## src/rtl/simon_pkg.sv

```systemverilog
// Shared definitions for the SIMON packet front end: info-byte fields,
// error-flag indices and FSM state encodings.
package simon_pkg;

    localparam int unsigned INFO_MODE_LSB = 0;
    localparam int unsigned INFO_MODE_MSB = 3;
    localparam int unsigned INFO_DIR      = 4;
    localparam int unsigned INFO_KEY      = 5;
    localparam int unsigned INFO_TWO      = 7;

    localparam int unsigned ERR_COUNT = 0;
    localparam int unsigned ERR_MODE  = 1;
    localparam int unsigned ERR_DIR   = 2;

    localparam int unsigned ST_W = 3;
    localparam logic [ST_W-1:0] ST_IDLE    = 3'd0;
    localparam logic [ST_W-1:0] ST_CAPTURE = 3'd1;
    localparam logic [ST_W-1:0] ST_CHECK   = 3'd2;
    localparam logic [ST_W-1:0] ST_KEYWR   = 3'd3;
    localparam logic [ST_W-1:0] ST_PUSH0   = 3'd4;
    localparam logic [ST_W-1:0] ST_PUSH1   = 3'd5;

endpackage

```

## src/rtl/simon_blk_fifo.sv

```systemverilog
// Block FIFO with first-word-fall-through head; a push into a full FIFO is
// accepted only when a pop happens in the same cycle.
module simon_blk_fifo #(
    parameter int unsigned WIDTH = 48,
    parameter int unsigned DEPTH = 4
) (
    input  logic             clk,
    input  logic             R,
    input  logic             i_push,
    input  logic [WIDTH-1:0] i_data,
    input  logic             i_pop,
    output logic [WIDTH-1:0] o_head,
    output logic             o_full,
    output logic             o_empty
);

    localparam int unsigned AW = (DEPTH > 1) ? $clog2(DEPTH) : 1;

    logic [WIDTH-1:0] r_mem [DEPTH];
    logic [AW-1:0]    r_wr;
    logic [AW-1:0]    r_rd;
    logic [AW:0]      r_cnt;
    logic             w_do_push;
    logic             w_do_pop;

    assign w_do_pop  = i_pop && (r_cnt != '0);
    assign w_do_push = i_push && ((r_cnt != (AW+1)'(DEPTH)) || w_do_pop);

    always_ff @(posedge clk) begin
        if (R) begin
            r_wr  <= '0;
            r_rd  <= '0;
            r_cnt <= '0;
        end else begin
            if (w_do_push) begin
                r_wr <= r_wr + AW'(1);
            end
            if (w_do_pop) begin
                r_rd <= r_rd + AW'(1);
            end
            if (w_do_push && !w_do_pop) begin
                r_cnt <= r_cnt + (AW+1)'(1);
            end else if (w_do_pop && !w_do_push) begin
                r_cnt <= r_cnt - (AW+1)'(1);
            end
        end
    end

    // Storage is not reset; the head is masked while empty instead.
    always_ff @(posedge clk) begin
        if (w_do_push) begin
            r_mem[r_wr] <= i_data;
        end
    end

    assign o_full  = (r_cnt == (AW+1)'(DEPTH));
    assign o_empty = (r_cnt == '0);
    assign o_head  = o_empty ? '0 : r_mem[r_rd];

endmodule

```

## src/rtl/simon_pkt_in.sv

```systemverilog
// SIMON packet input stage: captures packets, validates count/mode/direction,
// routes key packets to KEY and data blocks into a FIFO.
// Optional drop counter output enabled by SIMON_PKT_IN_ERRCNT_EN.
module simon_pkt_in
    import simon_pkg::*;
#(
    parameter int unsigned N     = 16,
    parameter int unsigned M     = 4,
    parameter logic [3:0]  MODE  = 4'd0,
    parameter int unsigned DEPTH = 4
) (
    input  logic             clk,
    input  logic             R,
    input  logic             newPkt,
    input  logic [4*N+15:0]  in,
    output logic             loadPkt,
    output logic             donePkt,
    output logic             newKey,
    input  logic             loadKey,
    output logic [M*N-1:0]   KEY,
    output logic             newData,
    input  logic             loadData,
    output logic [2*N-1:0]   blockIN,
    output logic [7:0]       infoIN,
    output logic [7:0]       countIN,
`ifdef SIMON_PKT_IN_ERRCNT_EN
    output logic [7:0]       errCount,
`endif
    output logic [2:0]       err
);

    localparam int unsigned PKT_W = 4*N + 16;
    localparam int unsigned ENT_W = 2*N + 16;

    logic [ST_W-1:0]  r_state;
    logic             r_pending;
    logic             r_newpkt_d;
    logic [PKT_W-1:0] r_pkt;
    logic [7:0]       r_exp;
    logic             r_loadpkt;
    logic             r_done;
    logic             r_newkey;
    logic [M*N-1:0]   r_key;
    logic [2:0]       r_err;

    logic [ST_W-1:0]  w_nxt_state;
    logic             w_nxt_pending;
    logic [7:0]       w_info;
    logic [7:0]       w_count;
    logic [N-1:0]     w_w0, w_w1, w_w2, w_w3;
    logic [2:0]       w_fail_bits;
    logic             w_chk_pass;
    logic             w_chk_fail;
    logic             w_key_wr;
    logic             w_push;
    logic             w_push_ok;
    logic [ENT_W-1:0] w_push_data;
    logic [ENT_W-1:0] w_head;
    logic             w_full;
    logic             w_empty;
    logic             w_pop;

    assign w_info  = r_pkt[4*N+8 +: 8];
    assign w_count = r_pkt[4*N +: 8];
    assign w_w0    = r_pkt[0 +: N];
    assign w_w1    = r_pkt[N +: N];
    assign w_w2    = r_pkt[2*N +: N];
    assign w_w3    = r_pkt[3*N +: N];

    assign w_pop     = !w_empty && loadData;
    assign w_push_ok = !w_full || w_pop;

    // Next-state and datapath strobes
    always_comb begin
        w_nxt_state  = r_state;
        w_chk_pass   = 1'b0;
        w_chk_fail   = 1'b0;
        w_key_wr     = 1'b0;
        w_push       = 1'b0;
        w_push_data  = {w_info, w_count, w_w2, w_w3};
        w_fail_bits  = 3'b000;
        w_fail_bits[ERR_COUNT] = (w_count != r_exp);
        w_fail_bits[ERR_MODE]  = (w_info[INFO_MODE_MSB:INFO_MODE_LSB] != MODE);
        w_fail_bits[ERR_DIR]   = w_info[INFO_DIR];

        case (r_state)
            ST_IDLE: begin
                if (r_pending) begin
                    w_nxt_state = ST_CAPTURE;
                end
            end
            ST_CAPTURE: begin
                w_nxt_state = ST_CHECK;
            end
            ST_CHECK: begin
                if (w_fail_bits != 3'b000) begin
                    w_chk_fail  = 1'b1;
                    w_nxt_state = ST_IDLE;
                end else begin
                    w_chk_pass  = 1'b1;
                    w_nxt_state = w_info[INFO_KEY] ? ST_KEYWR : ST_PUSH0;
                end
            end
            ST_KEYWR: begin
                if (!r_newkey) begin
                    w_key_wr    = 1'b1;
                    w_nxt_state = ST_IDLE;
                end
            end
            ST_PUSH0: begin
                w_push = w_push_ok;
                if (w_info[INFO_TWO]) begin
                    w_push_data = {w_info, w_count, w_w0, w_w1};
                end
                if (w_push_ok) begin
                    w_nxt_state = w_info[INFO_TWO] ? ST_PUSH1 : ST_IDLE;
                end
            end
            ST_PUSH1: begin
                w_push = w_push_ok;
                if (w_push_ok) begin
                    w_nxt_state = ST_IDLE;
                end
            end
            default: begin
                w_nxt_state = ST_IDLE;
            end
        endcase

        // A fresh edge during capture stays pending for the next packet
        w_nxt_pending = (newPkt && !r_newpkt_d) || (r_pending && (r_state != ST_CAPTURE));
    end

    always_ff @(posedge clk) begin
        if (R) begin
            r_state    <= ST_IDLE;
            r_pending  <= 1'b0;
            r_newpkt_d <= 1'b0;
            r_pkt      <= '0;
            r_exp      <= 8'd0;
            r_loadpkt  <= 1'b0;
            r_done     <= 1'b1;
            r_newkey   <= 1'b0;
            r_key      <= '0;
            r_err      <= 3'b000;
        end else begin
            r_state    <= w_nxt_state;
            r_pending  <= w_nxt_pending;
            r_newpkt_d <= newPkt;
            r_loadpkt  <= (w_nxt_state == ST_CAPTURE);
            r_done     <= (w_nxt_state == ST_IDLE) && !w_nxt_pending;
            if (r_state == ST_CAPTURE) begin
                r_pkt <= in;
            end
            if (w_chk_pass) begin
                r_exp <= r_exp + 8'd1;
            end
            if (w_chk_fail) begin
                r_err <= r_err | w_fail_bits;
            end
            if (w_key_wr) begin
                r_key    <= r_pkt[M*N-1:0];
                r_newkey <= 1'b1;
            end else if (loadKey && r_newkey) begin
                r_newkey <= 1'b0;
            end
        end
    end

`ifdef SIMON_PKT_IN_ERRCNT_EN
    logic [7:0] r_errcnt;

    // Saturating count of dropped packets
    always_ff @(posedge clk) begin
        if (R) begin
            r_errcnt <= 8'd0;
        end else if (w_chk_fail && (r_errcnt != 8'hFF)) begin
            r_errcnt <= r_errcnt + 8'd1;
        end
    end

    assign errCount = r_errcnt;
`endif

    simon_blk_fifo #(
        .WIDTH (ENT_W),
        .DEPTH (DEPTH)
    ) u_fifo (
        .clk     (clk),
        .R       (R),
        .i_push  (w_push),
        .i_data  (w_push_data),
        .i_pop   (w_pop),
        .o_head  (w_head),
        .o_full  (w_full),
        .o_empty (w_empty)
    );

    assign loadPkt = r_loadpkt;
    assign donePkt = r_done;
    assign newKey  = r_newkey;
    assign KEY     = r_key;
    assign err     = r_err;
    assign newData = !w_empty;
    assign {infoIN, countIN, blockIN} = w_head;

endmodule

```

## config.mk

```make
export PLATFORM = sky130hd
export DESIGN_NAME = simon_pkt_in
export DESIGN_NICKNAME = d
export VERILOG_FILES = /design/src/rtl/simon_pkg.sv /design/src/rtl/simon_blk_fifo.sv /design/src/rtl/simon_pkt_in.sv
export SDC_FILE = /design/constraint.sdc
export NUM_CORES = 1
export LEC_CHECK = 0
export BUFFER_PORTS_ARGS = -buffer_cell sky130_fd_sc_hd__buf_2
export CAP_MARGIN = 30
export CORE_MARGIN = 4
export CORE_UTILIZATION = 55
export CTS_CLUSTER_DIAMETER = 100
export DETAILED_ROUTE_END_ITERATION = 10
export PLACE_DENSITY = 0.73
export SETUP_SLACK_MARGIN = 0.2
export SLEW_MARGIN = 20
export SYNTH_ARGS = -nofsm -noshare
export SYNTH_HDL_FRONTEND = slang
export SYNTH_SLANG_ARGS = --single-unit
```

## constraint.sdc

```tcl
create_clock -name clk -period 2.84 [get_ports clk]
set_clock_uncertainty 0.1 [all_clocks]
set_input_delay 0.568 -clock clk [delete_from_list [all_inputs] [get_ports clk]]
set_output_delay 0.568 -clock clk [all_outputs]
set_load 0.05 [all_outputs]
```

* Yosys cells after proc, flatten, opt, wreduce, memory -nomap -nowiden *
Memory sizes are Yosys's and may differ from the RTL's. A register that Yosys moved wholly into a read port is not among the register bits.
Index checks and enable logic that the tools add are counted.

storage, ports and cells
  register bits after elaboration = 170
  memories kept = 1
  output and inout port bits = 119
  bits in writable memories = 192

operators by class
  $add $sub $neg = 5
  bitwise gates (word level) = 1
  reduce and logical (&&, ||, !) cells = 27
  multiplexer cells = 26
  equal/unequal tests = 10

memory list
  memory        depth  width  read ports  clocked after memory_dff  write ports  RTL line              text
  u_fifo.r_mem  4      48     1           1                         1            simon_blk_fifo.sv:19  logic [WIDTH-1:0] r_mem [DEPTH];

operators with widths
  operator                                                            number
  48-bit 2-to-1 mux                                                   3
  3-bit 2-to-1 mux                                                    9
  3-bit case mux with 6 select lines                                  1
  1-bit 2-to-1 mux                                                    11
  3-bit == test, second input constant                                3
  1-bit logical AND                                                   9
  3-bit logical NOT                                                   3
  8-bit by 1-bit adder with 8-bit output, second input constant       1
  8-bit != test                                                       1
  3-bit by 1-bit == test with 1-bit output, second input constant     2
  3-bit by 2-bit == test with 1-bit output, second input constant     2
  1-bit logical NOT                                                   6
  3-bit nonzero test                                                  2
  2-bit by 1-bit adder with 2-bit output, second input constant       2
  2-bit 2-to-1 mux                                                    2
  2-bit nonzero test                                                  2
  4-bit nonzero test                                                  1
  3-bit by 1-bit adder with 3-bit output, second input constant       1
  1-bit logical OR                                                    3
  3-bit by 1-bit != test with 1-bit output, second input constant     1
  3-bit != test, second input constant                                1
  3-bit OR                                                            1
  3-bit by 1-bit subtractor with 3-bit output, second input constant  1
  2-bit OR reduction                                                  1

* Longest topological paths before layout *
  word-level depth = 10
  depth in mapped cells = 9
  depth with buffers taken out = 8

* Cells and area by module *
From an unflattened synthesis, not the netlist that was laid out.

unflattened totals
  cells, all modules = 1,136
  area total of the unflattened synthesis = 14,083.5 sq um

by module, submodules not included
  module          area each (sq um)  sequential area each (sq um)  cells an instance  instances
  simon_blk_fifo  7,708.6            5,945.7                       352                1
  simon_pkt_in    6,374.9            3,263.1                       784                1

* Worst setup path after synthesis *
OpenSTA, ideal clock, no wires.

  path kind = in2reg
  start point = input port loadData
  end point = memory u_fifo.r_mem[1][0], enable pin
  stages = 3
  arrival = 2.102 ns
  data required time = 2.330 ns
  slack = 0.227 ns
  setup time = 0.410 ns
  cells stage by stage = nor4b_4 nor2_1 and2_1

between the ends
  longest elaborated chain between the ends = 6
  elaborated cells on any way between the ends = 8

RTL lines
  item                                                   RTL line                                  text
  start: declaration                                     simon_pkt_in.sv:22                        input logic loadData,
  1-bit logical AND *                                    simon_pkt_in.sv:70                        assign w_pop = !w_empty && loadData;
  1-bit logical OR or 1-bit logical AND (tied branches)  simon_pkt_in.sv:71, simon_blk_fifo.sv:26
  1-bit 2-to-1 mux or 1-bit logical OR (tied branches)   simon_pkt_in.sv:86, simon_blk_fifo.sv:27
  1-bit logical AND *                                    simon_blk_fifo.sv:27                      assign w_do_push = i_push && ((r_cnt != (AW+1)'(DEPTH)) || w_do_pop);
  via u_fifo.w_do_push                                   simon_blk_fifo.sv:23                      logic w_do_push;
  1-bit 2-to-1 mux *                                     simon_blk_fifo.sv:51                      if (w_do_push) begin
  1-bit 2-to-1 mux (not written as such) *               simon_blk_fifo.sv:52                      r_mem[r_wr] <= i_data;
  end: declaration                                       simon_blk_fifo.sv:19

The timed path passes the listed nets; every way through them passes the cells marked *.

==> impl_metrics.sql <==
INSERT INTO impl_metrics (metric_group, metric, value, unit) VALUES
('outcome', 'outcome', 'complete, no violations', ''),
('worst_setup_path', 'worst_r2r_startpoint', 'r_state[1]$_SDFF_PP0_', ''),
('grt', 'first_global_vias', '9047', ''),
('worst_setup_path', 'setup.worst_path.class', 'flop to primary output', ''),
('clock_tree', 'cts_root_buf', 'clkbuf_16', ''),
('worst_setup_path', 'r2r-end', 'u_fifo.r_cnt[2]$_SDFFE_PP0P_', ''),
('clock_tree', 'clock_latency', '0.50', 'ns'),
('detailed_routing', 'routed_wl', '32200', 'um'),
('detailed_routing', 'drt_drc_violations_left', '0', ''),
('timing', 'fmax', '0.372', 'GHz'),
('die', 'dieWidth', '168', 'um'),
('layout', 'sequential_cell_area', '9220', 'sq um'),
('worst_setup_path', 'crit_path_top_delay_cell', 'mux4_2', ''),
('clock_tree', 'h_tree_levels', '2', ''),
('timing', 'slew-limit-headroom', '47.5', '%'),
('flow_run', 'timing.max_cap.violations', '0', ''),
('die', 'dieArea', '28100', 'sq um'),
('clock_tree', 'clk_transition_reported_paths', '0.06', 'ns'),
('pwr', 'power_dens_cells', '845', 'nW/um^2'),
('clock_tree', 'cts_made_buffers', '36', ''),
('detailed_routing', 'final_antenna_net_count', '0', ''),
('clock_tree', 'clock_sink_count', '364', ''),
('detailed_routing', 'wl_met2', '15500', 'um'),
('placed_design', 'buffer_ports.inserted', '203', ''),
('synthesis', 'synth_cell_types', '43', ''),
('worst_setup_path', 'path_delay_family', 'multiplexers', ''),
('timing', 'grt_setup_unrepaired', 'yes', ''),
('detailed_routing', 'detailedRoute.firstPassIterationCount', '5', ''),
('clock_tree', 'ctsLongestPathBuffers', '3', ''),
('die', 'die_y', '168', 'um'),
('grt', 'track_usage', '22.3', '%'),
('worst_setup_path', 'r2r_slack', '0.42', 'ns'),
('detailed_routing', 'routed-via-count', '9256', ''),
('timing', 'tns', '0', 'ns'),
('hold_path', 'hp-start', 'in[71]', ''),
('worst_setup_path', 'critical-path-top-cell-by-count', 'buf_12', ''),
('pwr', 'p_leak', '6.29', 'nW'),
('detailed_routing', 'detail_route.vias_per_cell', '5.49', ''),
('synthesis', 'synth_cells', '1129', ''),
('die', 'core-area', '25100', 'sq um'),
('synthesis', 'number_of_warning_messages_in_the_yosys_log', '0', ''),
('layout', 'final_layout_size_suffix_gt1_share', '31.4', '%'),
('synthesis', 'postSynthRegisterBits', '364', ''),
('worst_setup_path', 'worst_setup_sp_type', 'flop', ''),
('timing', 'final_hold_viol_count', '0', ''),
('hold_path', 'hold-path-endpoint', 'r_pkt[71]$_SDFFE_PP0P_', ''),
('worst_setup_path', 'arrival_time_of_the_worst_setup_path', '2.02', 'ns'),
('die', 'start_util', '55.7', '%'),
('worst_setup_path', 'crit_path_cell_trace', 'buf_12 -> buf_12 -> mux4_2 -> and2_4 -> buf_6', ''),
('synthesis', 'ys_dominant_reg_cell', 'edfxtp_1', ''),
('timing', 'fin_ws', '0.149', 'ns'),
('grt', 'number_of_antenna_violations_at_the_first_check_in_global_routing', '9', ''),
('clock_tree', 'cts_tree', 'built', ''),
('detailed_routing', 'wl_met3', '2390', 'um'),
('worst_setup_path', 'reg2reg_depth', '8', ''),
('timing', 'final-max-slew-violation-count', '0', ''),
('grt', 'grt_pass1_wl', '49800', 'um'),
('grt', 'globalRoute.totalOverflow', '0', ''),
('timing', 'worst_pin_slew', '0.787', 'ns'),
('synthesis', 'syn_area', '14000', 'sq um'),
('synthesis', 'syn_nets', '1221', ''),
('timing', 'whs', '0.201', 'ns'),
('layout', 'layout_commonest_cell', 'nand2_1', ''),
('detailed_routing', 'routedLengthMet1', '13400', 'um'),
('layout', 'number_of_inserted_filler_cells_in_the_final_layout', '1801', ''),
('placed_design', 'dp_worst_setup_slack', '0.196', 'ns'),
('layout', 'multiInputGateArea', '4540', 'sq um'),
('placed_design', 'dpl-instance-area', '15400', 'sq um'),
('worst_setup_path', 'critPathBufInv', '3', ''),
('placed_design', 'gp_congestion', '0.789', ''),
('timing', 'setup_viol', '0', '');
report_power, final:
group,total (mW),switching (mW),internal [mW]
Combinational,3.89,2.33,1.56
Sequential,5.70,0.0877,5.61
Clock,4.96,1.90,3.06
Total,14.6,4.32,10.2
worst reg2reg max path, cell delays in order, from the launching register on:
cell      delay (ns)
dfxtp_1         0.40
nand2b_1        0.29
nor2_2          0.26
ha_1            0.24
inv_1           0.06
fa_1            0.38
xor2_1          0.18
or3_1           0.30
a21oi_1         0.14
through the flow:
stage                     instances  util (%)
after floorplan                1129         -
after global placement         1607      61.2
after detailed placement       1608      61.3
after CTS                      1673      66.3
after global routing           1684      68.6
final                          1685      68.6
kinds of logic (layout without fill, tap and decap cells):
| kind of cell | count (synthesis) | in the layout | share of synthesized area [%] |
|---|---|---|---|
| AOI/OAI and AO/OA | 168 | 168 | 6.21 |
| xor gates and xnor gates | 13 | 13 | 0.814 |
| adders and majority gates | 7 | 7 | 0.679 |
| buffers and inverters | 81 | 304 | 2.51 |
| DFF | 364 | 364 | 65.8 |
| muxes | 88 | 88 | 10.9 |
| other | 0 | 3 | 0 |
| and+or+nand+nor | 408 | 408 | 13.1 |
how the worst max path moves through the flow:
stage              from                      endpoint  cells past startpoint
2_1_floorplan  loadData  u_fifo.r_mem[1][0]$_DFFE_PP_                      3
3_3_place_gp   loadData  u_fifo.r_cnt[2]$_SDFFE_PP0P_                      9
3_5_place_dp   loadData  u_fifo.r_cnt[2]$_SDFFE_PP0P_                      9
4_1_cts            flop                   blockIN[29]                      4
5_1_grt            flop                   blockIN[10]                      5
6_report           flop                   blockIN[29]                      5
repair_timing:
action | CTS | global route
buffers inserted | 1 | 4
gates cloned | 0 | 5
gates resized for setup | 2 | 179
endpoints found under the setup margin | 48 | 49
state kept, by name, indices dropped and copies added, names as in the netlist, named ones only:
signal / cells
u_fifo.r_mem: 192
r_pkt: 80
KEY: 64
r_exp: 8
err: 3
r_state: 3
u_fifo.r_cnt: 3
u_fifo.r_rd: 2
u_fifo.r_wr: 2
donePkt: 1
loadPkt: 1
newKey: 1
r_newpkt_d: 1
r_pending: 1
per-layer routing:
| metal | vias up | track usage [%] |
|---|---|---|
| met5 | - | 0 |
| met4 | 12 | 6.77 |
| met3 | 63 | 5.48 |
| met2 | 320 | 35.3 |
| met1 | 4498 | 31.0 |
| li1 | 4363 | - |
cell usage after synthesis (5+ instances only):
| cell | instances | area (sq um) |
|---|---|---|
| a21oi_1 | 154 | 771 |
| and2_1 | 53 | 332 |
| buf_1 | 7 | 26.3 |
| buf_2 | 28 | 140 |
| clkbuf_1 | 37 | 139 |
| dfxtp_1 | 172 | 3440 |
| edfxtp_1 | 192 | 5770 |
| ha_1 | 6 | 75.1 |
| inv_1 | 5 | 18.8 |
| mux2_2 | 37 | 417 |
| mux4_2 | 48 | 1080 |
| nand2_1 | 294 | 1100 |
| nand3_1 | 6 | 30.0 |
| nor2_1 | 15 | 56.3 |
| nor2b_1 | 11 | 68.8 |
| nor4_1 | 5 | 31.3 |
| xnor2_1 | 9 | 78.8 |
cell type report:
type | instances | area share, %
inverters | 5 | 0.109
diodes | 3 | 0.0436
multi-input cells | 684 | 26.4
repair buffers | 235 | 10.3
clock buffers | 50 | 6.15
flip-flops and latches | 364 | 53.5
well taps | 330 | 2.40
clock inverters | 14 | 1.13
(Power assumes the default switching activity.)
